`src/rtl/eth_tx_arb_pkg.sv`:
```
// Shared types and defaults for the Ethernet TX packet arbiter.
package eth_tx_arb_pkg;

    typedef enum logic [1:0] {
        IDLE  = 2'd0,
        XFER  = 2'd1,
        DRAIN = 2'd2
    } arb_state_t;

    localparam int P_MAX_BEATS_DEF = 1200;
    localparam int AXIS_DW         = 64;
    localparam int AXIS_KW         = AXIS_DW / 8;

endpackage

```
`src/rtl/rr_pick.sv`:
```
// Combinational round-robin priority encoder: first request after i_last, wrapping.
// Zero latency; pure function of its inputs.
module rr_pick #(
    parameter int P_N  = 4,
    parameter int P_IW = $clog2(P_N)
) (
    input  logic [P_N-1:0]  i_req,
    input  logic [P_IW-1:0] i_last,
    output logic [P_N-1:0]  o_pick,
    output logic [P_IW-1:0] o_idx,
    output logic            o_any
);

    logic [P_IW-1:0] w_cand;

    always_comb begin
        o_pick = '0;
        o_idx  = '0;
        o_any  = 1'b0;
        w_cand = '0;
        // Offset 1 first, so the previous owner is considered last.
        for (int k = 1; k <= P_N; k++) begin
            w_cand = P_IW'((int'(i_last) + k) % P_N);
            if (!o_any && i_req[w_cand]) begin
                o_any          = 1'b1;
                o_idx          = w_cand;
                o_pick[w_cand] = 1'b1;
            end
        end
    end

endmodule

```
`src/rtl/eth_tx_rr_arbiter.sv`:
```
// Packet-level round-robin arbiter onto the MAC TX stream; 1-cycle grant, 0-cycle data path.
// Source ready mirrors MAC ready in XFER; oversize packets are cut and their tail drained.
module eth_tx_rr_arbiter
    import eth_tx_arb_pkg::*;
#(
    parameter int P_SRC_NUM   = 4,
    parameter int P_MAX_BEATS = P_MAX_BEATS_DEF
) (
    input  logic                         i_clk,
    input  logic                         i_rst,
    input  logic                         i_link_up,
    input  logic [P_SRC_NUM-1:0]         s_axis_tvalid,
    output logic [P_SRC_NUM-1:0]         s_axis_tready,
    input  logic [AXIS_DW*P_SRC_NUM-1:0] s_axis_tdata,
    input  logic [AXIS_KW*P_SRC_NUM-1:0] s_axis_tkeep,
    input  logic [P_SRC_NUM-1:0]         s_axis_tlast,
    input  logic [P_SRC_NUM-1:0]         s_axis_tuser,
    output logic                         m_axis_tvalid,
    input  logic                         m_axis_tready,
    output logic [AXIS_DW-1:0]           m_axis_tdata,
    output logic [AXIS_KW-1:0]           m_axis_tkeep,
    output logic                         m_axis_tlast,
    output logic                         m_axis_tuser,
    output logic [P_SRC_NUM-1:0]         o_grant,
    output logic [15:0]                  o_trunc_cnt
);

    localparam int LP_IW = $clog2(P_SRC_NUM);
    localparam int LP_CW = $clog2(P_MAX_BEATS + 1);
    localparam logic [LP_CW-1:0] LP_CNT_MAX   = LP_CW'(P_MAX_BEATS - 1);
    localparam logic [LP_IW-1:0] LP_LAST_INIT = LP_IW'(P_SRC_NUM - 1);

    arb_state_t           r_state;
    arb_state_t           w_state_nxt;
    logic [P_SRC_NUM-1:0] r_grant;
    logic [LP_IW-1:0]     r_gidx;
    logic [LP_IW-1:0]     r_last_owner;
    logic [LP_CW-1:0]     r_cnt;
    logic [15:0]          r_trunc_cnt;

    logic [P_SRC_NUM-1:0] w_req;
    logic [P_SRC_NUM-1:0] w_pick;
    logic [LP_IW-1:0]     w_pick_idx;
    logic                 w_pick_any;

    logic [AXIS_DW-1:0]   w_src_dat  [P_SRC_NUM];
    logic [AXIS_KW-1:0]   w_src_keep [P_SRC_NUM];
    logic                 w_g_vld;
    logic                 w_g_last;
    logic                 w_g_user;
    logic                 w_at_max;
    logic                 w_force;
    logic                 w_m_hs;
    logic                 w_end_xfer;
    logic                 w_end_drain;
    logic                 w_release;

    // A downed link only blocks new grants; packets in flight are unaffected.
    assign w_req = i_link_up ? s_axis_tvalid : '0;

    rr_pick #(
        .P_N  (P_SRC_NUM),
        .P_IW (LP_IW)
    ) u_rr_pick (
        .i_req  (w_req),
        .i_last (r_last_owner),
        .o_pick (w_pick),
        .o_idx  (w_pick_idx),
        .o_any  (w_pick_any)
    );

    always_comb begin
        for (int i = 0; i < P_SRC_NUM; i++) begin
            w_src_dat[i]  = s_axis_tdata[i*AXIS_DW +: AXIS_DW];
            w_src_keep[i] = s_axis_tkeep[i*AXIS_KW +: AXIS_KW];
        end
    end

    assign w_g_vld     = s_axis_tvalid[r_gidx];
    assign w_g_last    = s_axis_tlast[r_gidx];
    assign w_g_user    = s_axis_tuser[r_gidx];
    assign w_at_max    = (r_cnt == LP_CNT_MAX);
    assign w_force     = (r_state == XFER) && w_at_max && !w_g_last;
    assign w_m_hs      = (r_state == XFER) && w_g_vld && m_axis_tready;
    assign w_end_xfer  = w_m_hs && (w_g_last || w_at_max);
    assign w_end_drain = (r_state == DRAIN) && w_g_vld && w_g_last;
    assign w_release   = (w_end_xfer && w_g_last) || w_end_drain;

    always_ff @(posedge i_clk) begin
        if (i_rst) begin
            r_state <= IDLE;
        end else begin
            r_state <= w_state_nxt;
        end
    end

    always_comb begin
        w_state_nxt = r_state;
        case (r_state)
            IDLE:    if (w_pick_any)  w_state_nxt = XFER;
            XFER:    if (w_end_xfer)  w_state_nxt = w_g_last ? IDLE : DRAIN;
            DRAIN:   if (w_end_drain) w_state_nxt = IDLE;
            default: w_state_nxt = IDLE;
        endcase
    end

    always_comb begin
        m_axis_tvalid = 1'b0;
        s_axis_tready = '0;
        m_axis_tdata  = w_src_dat[r_gidx];
        m_axis_tkeep  = w_src_keep[r_gidx];
        m_axis_tlast  = w_g_last || w_force;
        m_axis_tuser  = w_g_user || w_force;
        case (r_state)
            XFER: begin
                m_axis_tvalid = w_g_vld;
                s_axis_tready = r_grant & {P_SRC_NUM{m_axis_tready}};
            end
            DRAIN: begin
                s_axis_tready = r_grant;
            end
            default: begin
                m_axis_tvalid = 1'b0;
                s_axis_tready = '0;
            end
        endcase
    end

    always_ff @(posedge i_clk) begin
        if (i_rst) begin
            r_grant      <= '0;
            r_gidx       <= '0;
            r_last_owner <= LP_LAST_INIT;
            r_cnt        <= '0;
            r_trunc_cnt  <= '0;
        end else begin
            if ((r_state == IDLE) && w_pick_any) begin
                r_grant <= w_pick;
                r_gidx  <= w_pick_idx;
                r_cnt   <= '0;
            end
            // Counter holds at the cut point, so it can never wrap.
            if (w_m_hs && !w_end_xfer) begin
                r_cnt <= r_cnt + 1'b1;
            end
            if (w_release) begin
                r_grant      <= '0;
                r_last_owner <= r_gidx;
            end
            if (w_m_hs && w_force && (r_trunc_cnt != 16'hFFFF)) begin
                r_trunc_cnt <= r_trunc_cnt + 16'd1;
            end
        end
    end

    assign o_grant     = r_grant;
    assign o_trunc_cnt = r_trunc_cnt;

endmodule

```
`config.mk`:
```
export PLATFORM = sky130hd
export DESIGN_NAME = eth_tx_rr_arbiter
export DESIGN_NICKNAME = d
export VERILOG_FILES = /design/src/rtl/eth_tx_arb_pkg.sv /design/src/rtl/rr_pick.sv /design/src/rtl/eth_tx_rr_arbiter.sv
export SDC_FILE = /design/constraint.sdc
export NUM_CORES = 1
export LEC_CHECK = 0
export ABC_AREA = 1
export CAP_MARGIN = 0
export CORE_AREA = 2 2 159 161
export DETAILED_ROUTE_END_ITERATION = 7
export DIE_AREA = 0 0 161 163
export MAX_ROUTING_LAYER = met4
export PLACE_DENSITY = 0.63
export REMOVE_ABC_BUFFERS = 1
export SLEW_MARGIN = 20
export SYNTH_ARGS = -nofsm -noshare
export SYNTH_HDL_FRONTEND = slang
export SYNTH_SLANG_ARGS = --single-unit
```
`constraint.sdc`:
```
create_clock -name i_clk -period 1.9 [get_ports i_clk]
set_input_delay 0.38 -clock i_clk [delete_from_list [all_inputs] [get_ports i_clk]]
set_output_delay 0.38 -clock i_clk [all_outputs]
set_load 0.005 [all_outputs]
```
==> flow_summary.yaml <==
power:
  max-vdd-ir-drop_uv: 681
  power_leakage_uw: 0.00460
  p_per_area_nw_per_um2: 953
floorplanning:
  die_area_sq_um: 26200
  start_util_pct: 19.3
  row_count: 58
  fp.dieW_microns: 161
  ios: 403
  coreArea_sq_um: 24700
  die_h_microns: 163
placed_design:
  place_hpwl_microns: 22700
  port_buffers: 402
  place.gp.congestion: 0.898
  placed_cell_area_sq_um: 9750
drt:
  wire_per_inst_microns: 19.1
  vias_per_cell: 4.73
  antenna_left: 0
  num_vias: 7908
  drt-initial-drc-count: 335
  wl_microns: 31900
  drcViolationCount: 0
  drt-pass1-iter-count: 4
global_routing:
  grt_pass1_wl_microns: 43600
  gr-total-overflow: 0
  grt_max_degree: 43
  track_usage_pct: 22.1
  grt_antenna_before_repair: 11
  grt_pass1_vias: 7389
finish:
  final_common_cell: "clkdlybuf4s50_1"
  nets: 1648
  fin_area_sq_um: 11800
  final_cell_mix: "clkdlybuf4s50_1 (320), nor2_1 (130), nand2_1 (77)"
  area_growth_pct: 148
  drive_gt1_share_pct: 35.9
  fill_cells: 2439
clock_tree:
  cts_hold_buf: 0
  cts_buffers: 5
  ctsHtreeMaxLevel: 2
  cts_buffer_depth: 2
  cts_tree: "built"
  root_buffer: "clkbuf_16"
  insertion_delay_ps: 280
  cts.sinks: 37
  path_clk_slew_ps: 60
critical_path:
  start_kind: "flop"
  arrival_ps: 2170
  critPathCaptureType: "flop"
  cp.required_ps: 2060
  path_class: "reg2reg"
  cp-endpoint: "o_trunc_cnt[8]"
  r2r_end: "o_trunc_cnt[8]"
  ff2ff_path_depth: 14
  rr_startpoint: "r_gidx[0]"
  cp_max_fo: 8
  startpoint: "r_gidx[0]"
  reg2reg_slack_ps: -110
synth:
  synth_cells: 831
  avgSynthCellArea_sq_um: 5.74
  synth_area_sq_um: 4770
  synth_area_leaders: "o21ai_0 (17%), dfxtp_1 (16%), nor2_1 (15%)"
  async_reset_ff_share_pct: 0
  synth_top_area_cell: "o21ai_0"
  synth.ff_latch_count: 37
  yosys.area.top_type_share_pct: 16.7
  yosysWarnings: 0
  synth-main-ff-cell: "dfxtp_1"
  synth_edf_count: 0
  ys_types: 37
  yosysSeqAreaShare_pct: 15.5
sta:
  finalSetupViolations: 49
  rsz0062_at_grt: "yes"
  layout_setup_ws_ps: -111
  worst_pin_slew_ps: 407
  finalCritPeriodShare_pct: 106
  post-route-min-period_ps: 2010
  clock_skew_ps: 8.73
  final_hold_viol_count: 0
  slew_headroom_pct: 72.9
  fmax_mhz: 497
  maxSlewViolCount: 0
  whs_ps: 487
outcome:
  violations: "negative setup slack"
  status: "finished, violations left"
worst_hold_path:
  worstHoldPathType: "reg2reg"
flow_run:
  maxCapViolations: 0
[how the worst min path moves through the flow]
stage,cells after the start,end,from
5_1_grt,2,r_cnt[9],r_cnt[9]
3_5_place_dp,2,o_trunc_cnt[14],o_trunc_cnt[14]
3_3_place_gp,2,r_cnt[9],r_cnt[9]
2_1_floorplan,1,o_trunc_cnt[10],i_rst
6_report,2,o_trunc_cnt[14],o_trunc_cnt[14]
4_1_cts,2,o_trunc_cnt[14],o_trunc_cnt[14]
[worst max-delay path, cell delays in order, from the launching register on]
cell and delay (ps):
dfxtp_4 390, buf_12 150, inv_16 100, buf_12 130
nand2_1 70, nand3_2 100, nand2_4 80, buf_6 130
nor2_4 130, inv_2 60, nor2_4 190, nand2_4 90
buf_8 150, nand2_2 50, a21oi_1 50
[metrics by stage]
step	util, %	power (uW)	setup slack [ps]	TNS [ps]	instances
after global routing	48.0	12000	-219	-7660	1673
after detailed placement	39.5	7890	-427	-15830	1596
after floorplan	-	3690	-3190	-287070	771
final	48.0	11300	-111	-2280	1673
after global placement	39.5	7870	-430	-14790	1596
after CTS	43.2	9770	-116	-3260	1631
[flip-flops by register name, indices dropped and copies added (netlist names)]
register	count
o_grant	4
o_trunc_cnt	16
r_cnt	11
r_gidx	2
r_last_owner	2
r_state	2
[power by group]
part | leakage [uW] | internal, uW | total (uW) | switching (uW)
registers | 0.000302 | 869 | 950 | 80.7
clock network | 0.0000800 | 556 | 876 | 321
logic | 0.00421 | 4800 | 9460 | 4660
total | 0.00460 | 6230 | 11300 | 5060
[timing repair]
action / in CTS / in global routing
gates resized for setup: 505 / 246
pin swaps: 52 / 56
setup buffers: 15 / 18
setup endpoints to repair: 101 / 110
cloned: 13 / 18
[cells in the mapped netlist, types with 2 or more instances]
master / count
dfxtp_1: 37
a21oi_2: 12
inv_1: 40
xor2_1: 10
inv_2: 2
o22ai_1: 72
buf_1: 2
nand4_1: 6
xnor2_1: 3
o21ai_0: 159
nand2_2: 6
nor2_4: 3
buf_6: 6
a22oi_1: 2
nor2_1: 187
buf_2: 4
nor3_1: 16
a21oi_1: 21
ha_1: 13
inv_4: 2
nand3_1: 52
nand2_4: 3
nand3_2: 17
clkbuf_1: 47
nand2_1: 97
[metal layers]
metal,global-route usage [%],part of all wire (%),vias up
met5,-,0,-
met4,3.98,1.5,0
met1,26.1,42,3647
met3,9.93,10,32
met2,35.1,46,334
li1,-,-,3895
[kinds of logic (layout without fill, tap and decap cells)]
kind of cell               Yosys count  after routing  synth area share (%)
buffers and inverters              105            605                  9.76
adders and majority gates           13             13                  3.41
AOI/OAI and AO/OA                  271            271                  31.7
DFF                                 37             37                  15.5
and+or+nand+nor                    392            393                  37.2
other                                0             11                     0
xor gates and xnor gates            13             13                  2.39
[final cells by class]
type	instances	area (sq um)	share of cell area, %
tap	330	413	3.49
multi-input combinational	690	4540	38.3
timing repair inverter	2	31.3	0.264
sequential	37	754	6.37
clock inverter	1	5.00	0.0423
inverter	45	203	1.71
timing repair buffer	550	5710	48.3
antenna	11	27.5	0.233
clock buffer	7	153	1.29
(Power assumes the default switching activity.)
